==> config.mk <==
export PLATFORM = sky130hd
export DESIGN_NAME = mem2_stage
export DESIGN_NICKNAME = d
export VERILOG_FILES = /design/src/rtl/mem2_stage_pkg.sv /design/src/rtl/mem2_stage_load_align.sv /design/src/rtl/mem2_stage.sv
export SDC_FILE = /design/constraint.sdc
export NUM_CORES = 1
export LEC_CHECK = 0
export CAP_MARGIN = 20
export CORE_MARGIN = 2
export CORE_UTILIZATION = 40
export CTS_BUF_LIST = sky130_fd_sc_hd__clkbuf_2 sky130_fd_sc_hd__clkbuf_4 sky130_fd_sc_hd__clkbuf_8
export DETAILED_ROUTE_END_ITERATION = 10
export PLACE_DENSITY = 0.66
export SLEW_MARGIN = 20
export SYNTH_ARGS = -nofsm -noshare
export SYNTH_HDL_FRONTEND = slang
export SYNTH_SLANG_ARGS = --single-unit
==> constraint.sdc <==
create_clock -name clk -period 7.3 [get_ports clk]
set_input_delay 1.46 -clock clk [delete_from_list [all_inputs] [get_ports clk]]
set_output_delay 1.46 -clock clk [all_outputs]
set_load 0.02 [all_outputs]
==> src/rtl/mem2_stage_pkg.sv <==
// Shared types for the MEM2 pipeline stage: load-type fields, write-back select
// encodings and the response-tracking FSM states.
package mem2_stage_pkg;

  typedef struct packed {
    logic       rd;
    logic       sgn;
    logic [1:0] size;
  } load_type_t;

  localparam logic [1:0] WB_PC8  = 2'b00;
  localparam logic [1:0] WB_ALU  = 2'b01;
  localparam logic [1:0] WB_OUTB = 2'b10;
  localparam logic [1:0] WB_LOAD = 2'b11;

  localparam logic [1:0] SZ_B = 2'd0;
  localparam logic [1:0] SZ_H = 2'd1;

  typedef enum logic [1:0] {IDLE, WAIT, HOLD, DRAIN} mem2_state_t;

endpackage

==> src/rtl/mem2_stage_load_align.sv <==
// Combinational load aligner: picks the addressed byte/half of the response
// word and sign- or zero-extends it; word loads pass through.
module load_align
  import mem2_stage_pkg::*;
(
  input  logic [31:0] i_rdata,
  input  logic [1:0]  i_off,
  input  logic        i_sgn,
  input  logic [1:0]  i_size,
  output logic [31:0] o_data
);

  logic [7:0]  w_byte;
  logic [15:0] w_half;

  assign w_byte = i_rdata[{i_off, 3'b000} +: 8];
  assign w_half = i_off[1] ? i_rdata[31:16] : i_rdata[15:0];

  always_comb begin
    case (i_size)
      SZ_B:    o_data = {{24{i_sgn & w_byte[7]}}, w_byte};
      SZ_H:    o_data = {{16{i_sgn & w_half[15]}}, w_half};
      default: o_data = i_rdata;
    endcase
  end

endmodule

==> src/rtl/mem2_stage.sv <==
// Second memory stage: latches MEM results, tracks the outstanding DCache load
// response, aligns load data and selects the write-back / bypass value.
module mem2_stage
  import mem2_stage_pkg::*;
#(
  parameter int RESP_TIMEOUT = 256
) (
  input  logic        clk,
  input  logic        resetn,
  input  logic        MEM2_Flush,
  input  logic        MEM2_Wr,
  input  logic [31:0] MEM_PC,
  input  logic [31:0] MEM_ALUOut,
  input  logic [31:0] MEM_OutB,
  input  logic [4:0]  MEM_Dst,
  input  logic        MEM_RFWr,
  input  logic [1:0]  MEM_WbSel,
  input  logic [3:0]  MEM_LoadType,
  input  logic        MEM_IsABranch,
  input  logic        MEM_DReqIssued,
  input  logic        dcache_rvalid,
  input  logic [31:0] dcache_rdata,
  output logic [31:0] MEM2_PC,
  output logic [4:0]  MEM2_Dst,
  output logic        MEM2_RFWr,
  output logic [31:0] MEM2_Result,
  output logic        MEM2_ResultValid,
  output logic        MEM2_IsABranch,
  output logic        MEM2_StallReq,
  output logic        dbg_timeout
);

  localparam logic [31:0] RT = 32'(RESP_TIMEOUT);

  logic        r_vld, r_rfwr, r_br;
  logic [31:0] r_pc, r_alu, r_outb, r_hold, r_cnt;
  logic [4:0]  r_dst;
  logic [1:0]  r_wbsel;
  load_type_t  r_lt;
  logic        r_timeout;
  mem2_state_t r_state, w_state_nxt;

  logic        w_new_req, w_waiting;
  logic [31:0] w_ld_src, w_ld_data, w_result;

  assign w_new_req = MEM2_Wr & ~MEM2_Flush & MEM_DReqIssued;
  assign w_waiting = (r_state == WAIT) || (r_state == DRAIN);

  always_ff @(posedge clk) begin
    if (!resetn || MEM2_Flush) begin
      r_vld   <= 1'b0;
      r_pc    <= '0;
      r_alu   <= '0;
      r_outb  <= '0;
      r_dst   <= '0;
      r_rfwr  <= 1'b0;
      r_wbsel <= '0;
      r_lt    <= '0;
      r_br    <= 1'b0;
    end else if (MEM2_Wr) begin
      r_vld   <= 1'b1;
      r_pc    <= MEM_PC;
      r_alu   <= MEM_ALUOut;
      r_outb  <= MEM_OutB;
      r_dst   <= MEM_Dst;
      r_rfwr  <= MEM_RFWr;
      r_wbsel <= MEM_WbSel;
      r_lt    <= load_type_t'(MEM_LoadType);
      r_br    <= MEM_IsABranch;
    end
  end

  // A load entering on the same edge its predecessor completes goes straight
  // back to WAIT so back-to-back loads never pass through IDLE unprotected.
  always_comb begin
    w_state_nxt = r_state;
    case (r_state)
      IDLE:  if (w_new_req && !dcache_rvalid) w_state_nxt = WAIT;
      WAIT: begin
        if (dcache_rvalid) begin
          if (MEM2_Flush)   w_state_nxt = IDLE;
          else if (MEM2_Wr) w_state_nxt = w_new_req ? WAIT : IDLE;
          else              w_state_nxt = HOLD;
        end else if (MEM2_Flush) begin
          w_state_nxt = DRAIN;
        end
      end
      HOLD: begin
        if (MEM2_Flush)   w_state_nxt = IDLE;
        else if (MEM2_Wr) w_state_nxt = w_new_req ? WAIT : IDLE;
      end
      DRAIN: if (dcache_rvalid) w_state_nxt = w_new_req ? WAIT : IDLE;
      default: w_state_nxt = IDLE;
    endcase
  end

  always_ff @(posedge clk) begin
    if (!resetn) begin
      r_state   <= IDLE;
      r_hold    <= '0;
      r_cnt     <= '0;
      r_timeout <= 1'b0;
    end else begin
      r_state   <= w_state_nxt;
      r_timeout <= 1'b0;
      if (r_state == WAIT && dcache_rvalid && !MEM2_Flush && !MEM2_Wr)
        r_hold <= dcache_rdata;
      // Counter saturates at RT so the debug pulse fires only once per wait.
      if (w_waiting && !dcache_rvalid && w_state_nxt == r_state) begin
        if (r_cnt != RT) r_cnt <= r_cnt + 32'd1;
        r_timeout <= (RT != 32'd0) && (r_cnt == RT - 32'd1);
      end else begin
        r_cnt <= '0;
      end
    end
  end

  assign w_ld_src = (r_state == HOLD) ? r_hold : dcache_rdata;

  load_align u_align (
    .i_rdata (w_ld_src),
    .i_off   (r_alu[1:0]),
    .i_sgn   (r_lt.sgn),
    .i_size  (r_lt.size),
    .o_data  (w_ld_data)
  );

  always_comb begin
    w_result = '0;
    if (r_vld) begin
      case (r_wbsel)
        WB_PC8:  w_result = r_pc + 32'd8;
        WB_ALU:  w_result = r_alu;
        WB_OUTB: w_result = r_outb;
        default: w_result = w_ld_data;
      endcase
    end
  end

  assign MEM2_PC          = r_pc;
  assign MEM2_Dst         = r_dst;
  assign MEM2_RFWr        = r_rfwr;
  assign MEM2_IsABranch   = r_br;
  assign MEM2_Result      = w_result;
  assign MEM2_ResultValid = r_vld & ~(r_lt.rd & w_waiting);
  assign MEM2_StallReq    = ~dcache_rvalid &
                            ((r_state == WAIT) || ((r_state == DRAIN) && MEM_DReqIssued));
  assign dbg_timeout      = r_timeout;

endmodule

==> key figures <==
Run status
  • Status: finished clean

Logic synthesis
  • Post-synthesis sequential area ratio: 0.3887
  • Syn_nets: roughly 1.3k
  • Most common flop cell mapped by yosys: dfxtp_1
  • #FFs+latches synth: between 150 and 200
  • Synthesized area: 9116 µm²
  • EDFF count, synth: 0
  • YS warnings: 0
  • Mapped Avg Cell Area: roughly 8.2 µm²
  • Yosys cell types: 54
  • Post-Syn Instances: roughly 1.1k
  • Post-synth ARST share: 0

Hold path
  • Hold WC Path Type: register to register

CTS
  • Resize count post-CTS: 0
  • Worst skew pair latency: 0.48 ns
  • CTS tree: built
  • Hold buffers post-CTS: 0
  • Inserted Clock Buffers: 17
  • Clock Pin Slew Worst Setup and Hold Paths: ~0.10 ns
  • CTS sink cnt: 177
  • Clock root buffer master: clkbuf_8
  • Clock tree buffer depth: 2
  • Htree depth: 4
  • Post-CTS setup buffers: 0

Power and ir drop
  • Total power draw: between 0.0015 and 0.002 W
  • Pint: about 0.0014 W
  • Net switching power: around 0.00054 W
  • Sw frac: 0.2752
  • Pwr per Cell Area: ~170 nW/µm²
  • Flop pwr share: 0.513
  • Pleak: roughly 4.4 nW
  • Comb power frac: 0.131
  • Clock power frac: 0.356
  • Max VDD drop: between 0.1 and 0.15 mV

Critical path
  • CP Capture Type: primary output
  • Setup crit start kind: input pin
  • Crit path max fanout: 12
  • Setup Crit Path Kind: input pin to primary output
  • Worst Path Arrival: about 4.5 ns
  • Worst EP required: roughly 6 ns

Global routing
  • Total Routing Usage GR: 0.2512
  • Overflow after GRT: 0
  • Largest net degree at the start of global routing: between 60 and 70
  • Met1 usage: 0.3306
  • GR Util met3: 0.05348
  • Initial antenna violation count: 3
  • Global-route wire length before repair: between 40 and 50 mm
  • Vias in the first global route: between 8k and 9k
  • GR Util met2: 0.4116
  • GR peak layer: met2

Routing
  • Final ANT Viol Nets: 0
  • DRT Pass-1 Iters: 5
  • Vias: 8700
  • Routed wire length: 30.45 mm
  • Initial DRC Count: 604
  • Drt wl/cell: just under 20 µm
  • DRC: 0
  • Vias per cell: ~5.5

Die
  • Ports: roughly 220
  • Die width: 155.0 µm
  • # rows: 55
  • Core area: around 23000 µm²
  • Die height: around 150 µm
  • Initial core utilization: 0.4051
  • Die footprint: around 24000 µm²

Place
  • Detailed Place HPWL: roughly 22 mm
  • Dpl ws: 1.350 ns
  • Placer Congestion: 0.9106
  • Port Buffers: 220

Timing
  • Final number of setup-violating endpoints: 0
  • Rel. slew slack: 0.2729
  • Fin crit share: 0.8217
  • Max-slew violation count: 0
  • RSZ-0062 raised after global routing: false
  • Clock skew: between 0.009 and 0.01 ns
  • Fmax: around 170 MHz
  • Worst Tran Pin Value: 1.091 ns
  • Final Hold Vio Count: 0
  • Tmin final: 5.999 ns
  • Setup TNS: 0 ns
  • Slack of the critical path: ~1.3 ns

Final layout
  • Share of cells above drive strength 1: 0.05251
  • Synthesis-to-finish area growth: 30.62%
  • # nets final: around 1.4k

Job
  • Max Cap Viol: 0
## worst paths after layout
kind	startpoint	end	slack (ns)	cells past startpoint
worst max-delay path	dcache_rdata[15]	MEM2_Result[19]	1.30	8
worst min-delay path	r_hold[18]	r_hold[18]	0.47	2
worst max register to register	r_cnt[14]	r_cnt[31]	5.24	5
worst min register to register	r_hold[18]	r_hold[18]	0.47	2
## worst max-delay path, stage by stage
cell	delay, ns
clkdlybuf4s50_1	0.54
mux2i_1	0.12
mux4_2	0.53
nor3_2	0.50
nor2_1	0.22
buf_4	0.26
a311oi_1	0.24
clkdlybuf4s50_1	0.65
## routing by layer
metal,wire length [µm],up-vias
met3,1878,38
met2,14230,284
li1,-,4242
met4,754,2
met1,13580,4134
met5,11,-
## Yosys cell counts (all sizes together) (4+ instances only)
master  number  area share
nand2      179       0.074
dfxtp      177        0.39
nor2       165       0.068
mux2i      131        0.14
clkbuf      57       0.023
o21ai       42       0.023
a21boi      35       0.029
a21oi       27       0.015
nand3       24       0.013
nand4       20       0.015
nor4        20       0.014
xor2        20       0.019
nor3        18       0.010
buf         17      0.0078
xnor2       16       0.015
inv         15      0.0062
a211oi      12       0.010
nand2b      10      0.0069
o221ai      10      0.0096
a32oi        9      0.0086
and3         9      0.0062
a221oi       8      0.0077
or3          7      0.0048
and4         6      0.0058
mux2         6      0.0074
mux4         6       0.015
nor2b        5      0.0034
a21o         4      0.0033
a311oi       4      0.0038
a31oi        4      0.0027
and2         4      0.0027
or4          4      0.0033
## area by class of cell
cell class | count | area, µm²
fillers | 2139 | 10600
multi-input cells | 839 | 5250
diodes | 2 | 5.005
inverters | 15 | 56.30
repair buffers | 232 | 2293
flip-flops and latches | 177 | 3545
clock buffers | 19 | 261.5
clock inverters | 13 | 140.1
well taps | 285 | 356.6
## through the flow
stage                       util  cells  hold WS (ns)  cell area [µm²]
final                     0.5292   1582        0.4681            11910
after global routing      0.5292   1582        0.4950            11910
after CTS                 0.5289   1580        0.4730            11900
after detailed placement  0.5111   1548        0.4584            11500
after global placement    0.5110   1548        0.4494            11500
after floorplan                -   1105        0.4428             9116
## logic make-up (layout without fill, tap and decap cells)
logic type,Yosys count,after routing,synth area share
xor gates and xnor gates,36,36,0.03459
other,0,2,0
adders and majority gates,3,3,0.004118
muxes,143,143,0.1661
DFF,177,177,0.3887
and+or+nand+nor,475,475,0.2310
buffers and inverters,89,279,0.03747
AOI/OAI and AO/OA,182,182,0.1381
## placed cells by master (no fill, tap or decap), types with 6 or more instances in the layout
cell type and n:
nand3_1 24, nand4_1 19, mux4_2 6, o221ai_1 10
inv_1 15, and4_1 6, nand2b_1 8, dfxtp_1 176
buf_4 12, nor2_1 165, nor3_1 17, mux2_2 6
nand2_1 178, clkdlybuf4s50_1 219, a211oi_1 11, a21oi_1 27
clkbuf_8 19, nor4_1 19, a32oi_1 9, a21boi_0 35
and3_1 9, xnor2_1 16, or3_1 7, mux2i_1 131
a221oi_1 8, xor2_1 20, o21ai_0 38
## power by group through the flow
stage                     clock [W]  combinational [W]  sequential (W)
after floorplan                   0           0.000117         0.00103
after global placement            0           0.000256         0.00103
after detailed placement          0           0.000257         0.00103
after CTS                  0.000721           0.000258         0.00101
after global routing       0.000761           0.000276         0.00101
final                      0.000702           0.000259         0.00101
## registers in the layout, indices dropped and copies added, names as in the netlist, 2 cells and up
signal / flops
r_lt: 4
r_state: 2
r_outb: 32
r_cnt: 32
r_hold: 32
r_wbsel: 2
MEM2_PC: 32
MEM2_Dst: 5
r_alu: 32
Power figures use the tool's default switching activity.
==> RTL edit, RTL diff (same settings) <==
Encoding of `mem2_state_t`: now Gray code (2 bits for 4 states).
--- a/src/rtl/mem2_stage_pkg.sv
+++ b/src/rtl/mem2_stage_pkg.sv
@@ -18,3 +18,3 @@
 
-  typedef enum logic [1:0] {IDLE, WAIT, HOLD, DRAIN} mem2_state_t;
+  typedef enum logic [1:0] {IDLE = 2'b00, WAIT = 2'b01, HOLD = 2'b11, DRAIN = 2'b10} mem2_state_t;
 
Function: no difference found for any inputs over 4 cycles, from zero or initial values and one cycle with resetn low; so few cycles prove little.
==> RTL edit against the original RTL <==
  * Worst setup slack improved by 0.14 ns
  * Design area increased by 0.88%
  * Clock skew increased by 0.0034 ns
  * Power increased by 2.6%
  * Register-to-register slack got worse by 0.67 ns
  * Non-clock buffer count increased by 1
  * Final cell count decreased by 2.1%
  * Hold slack got worse by 0.0029 ns
  * Sequential cell count unchanged
  * Synthesized cell count decreased by 3.5%
  * Synthesized area increased by 0.86%
  * Routed wire length decreased by 3.7%
  * Highest routed layer is now met4
  * Via count decreased by 2.7%
==> RTL edit: results (changes against the original RTL) <==
[status]
status=completed  ; unchanged

[synth]
ys_seq_area_share_pct=38.5  ; was 38.9%
syn-num-nets=1220  ; was 1255
synth_compound_area_share_pct=13.6  ; was 13.8%
muxShareOfSynthArea_pct=17.5  ; was 16.6%
synth.top_cells.by_area=dfxtp_1 39%, mux2i_1 14%, nor2_1 5.9%  ; was dfxtp_1 39%, mux2i_1 14%, nand2_1 7.4%
synth_xor_area_share_pct=5.24  ; was 3.46%
synth-warning-count=0  ; unchanged
synth_async_sr_flop_share_pct=0  ; unchanged
yosys_most_used_dff=dfxtp_1  ; unchanged
synthAdderAreaFrac_pct=0.953  ; was 0.412%
yosys.cell_types.count=62  ; was 54
synthTopCellsByCount=177 x dfxtp_1, 144 x nor2_1, 128 x mux2i_1  ; was 179 x nand2_1, 177 x dfxtp_1, 165 x nor2_1

[detailed_routing]
vias=8466  ; was 8700
totalWireLength_mm=29.3  ; was 30.5 mm
drtIter0Drc=750  ; was 604
firstDrtPassIters=5  ; unchanged

[clocking]
postCtsSetupRepairBufs=0  ; unchanged
clk_latency_ns=0.46  ; was 0.48 ns
cts_root_buf=clkbuf_8  ; unchanged
cts_resized=0  ; unchanged
htree_levels=4  ; unchanged
numCtsBuffers=17  ; unchanged
cts_buffer_depth=2  ; unchanged
path_clk_slew_ns=0.08  ; was 0.10 ns

[placed_design]
dp_hpwl_mm=21.6  ; was 22.4 mm
place_congestion=0.930  ; was 0.911
post_dp_cell_area_um2=11600  ; was 11500 um2
port_buffers=220  ; unchanged

[worst_hold_path]
hp-start=r_hold[20]  ; was r_hold[18]
min_path_type=reg -> reg  ; unchanged

[setup_path]
crit_fanout=7  ; was 12
cp.arrival_ns=4.40  ; was 4.54 ns
rrSetupSlack_ns=4.57  ; was 5.24 ns
setup.worst_path.start=dcache_rdata[31]  ; was dcache_rdata[15]
worstReg2RegStart=r_state[0]  ; was r_cnt[14]

[grt]
met2_usage_pct=37.4  ; was 41.2%
grt_pass1_wl_mm=44.9  ; was 46.9 mm
grt_usage_pct=23.8  ; was 25.1%
grtUsageMet3_pct=6.11  ; was 5.35%
antenna_found_initial=2  ; was 3
grt_use_met1_pct=32.5  ; was 33.1%
grt_max_degree=71  ; was 64
grt_pass1_vias=7948  ; was 8167

[power]
leakagePower_nw=4.27  ; was 4.44 nW
ir_worst_vdd_mv=0.103  ; was 0.122 mV
p_int_w=0.00147  ; was 0.00143 W
seq-power_w=0.00101  ; about the same
powerClk_w=0.000699

[final_layout]
fillers=2157  ; was 2139
drive_above_1_share_pct=7.53  ; was 5.25%
fin_nets=1403  ; was 1432

[sta]
worstMarginPinSlew_ns=0.919  ; was 1.09 ns
clock_skew_ns=0.0133  ; was 0.00990 ns
holdWs_ns=0.465  ; was 0.468 ns

[RTL edit: cell count changes after synthesis, sizes merged, moves of 7 or more]
cell	unedited run	this run
or2	0	7
a21oi	27	36
xor2	20	29
nor3	18	44
mux2	6	23
a32oi	9	0
xnor2	16	26
nand2	179	110
o21ai	42	34
nor2	165	144
a31oi	4	11
[RTL edit: worst max-delay path, stage by stage]
cell	delay, ns
clkdlybuf4s50_1	0.49
or4b_2	0.71
a31oi_2	0.26
a2111oi_4	0.11
o21a_2	0.28
o21ai_2	0.40
nor3_1	0.12
clkdlybuf4s50_1	0.56
[RTL edit: final timing paths]
check	endpoint	cells past startpoint
setup reg to reg	r_cnt[23]	8
hold reg to reg	r_hold[20]	2
setup / recovery	MEM2_Result[20]	8
hold / removal	r_hold[20]	2
[RTL edit: cell type report]
type / count / share of cell area (%)
diodes: 2 / 0.0417
clock buffers: 19 / 2.07
clock inverters: 13 / 1.24
inverters: 18 / 0.562
multi-input cells: 802 / 44.5
flip-flops and latches: 177 / 29.5
well taps: 285 / 2.97
repair buffers: 233 / 19.2
[RTL edit: per-stage QoR]
step | cells | utilization [%] | power [W] | setup WS, ns
2_1_floorplan | 1066 | - | 0.00119 | 2.41
3_3_place_gp | 1515 | 51.4 | 0.00134 | 1.47
4_1_cts | 1547 | 53.2 | 0.00204 | 1.41
3_5_place_dp | 1515 | 51.4 | 0.00134 | 1.43
6_report | 1549 | 53.2 | 0.00202 | 1.44
5_1_grt | 1548 | 53.2 | 0.00210 | 1.33
[RTL edit: layer usage]
layer | routed length [um] | share of wire, %
met5 | 0 | 0
met4 | 653 | 2.2
met3 | 2150 | 7.3
met2 | 13400 | 46
met1 | 13100 | 45
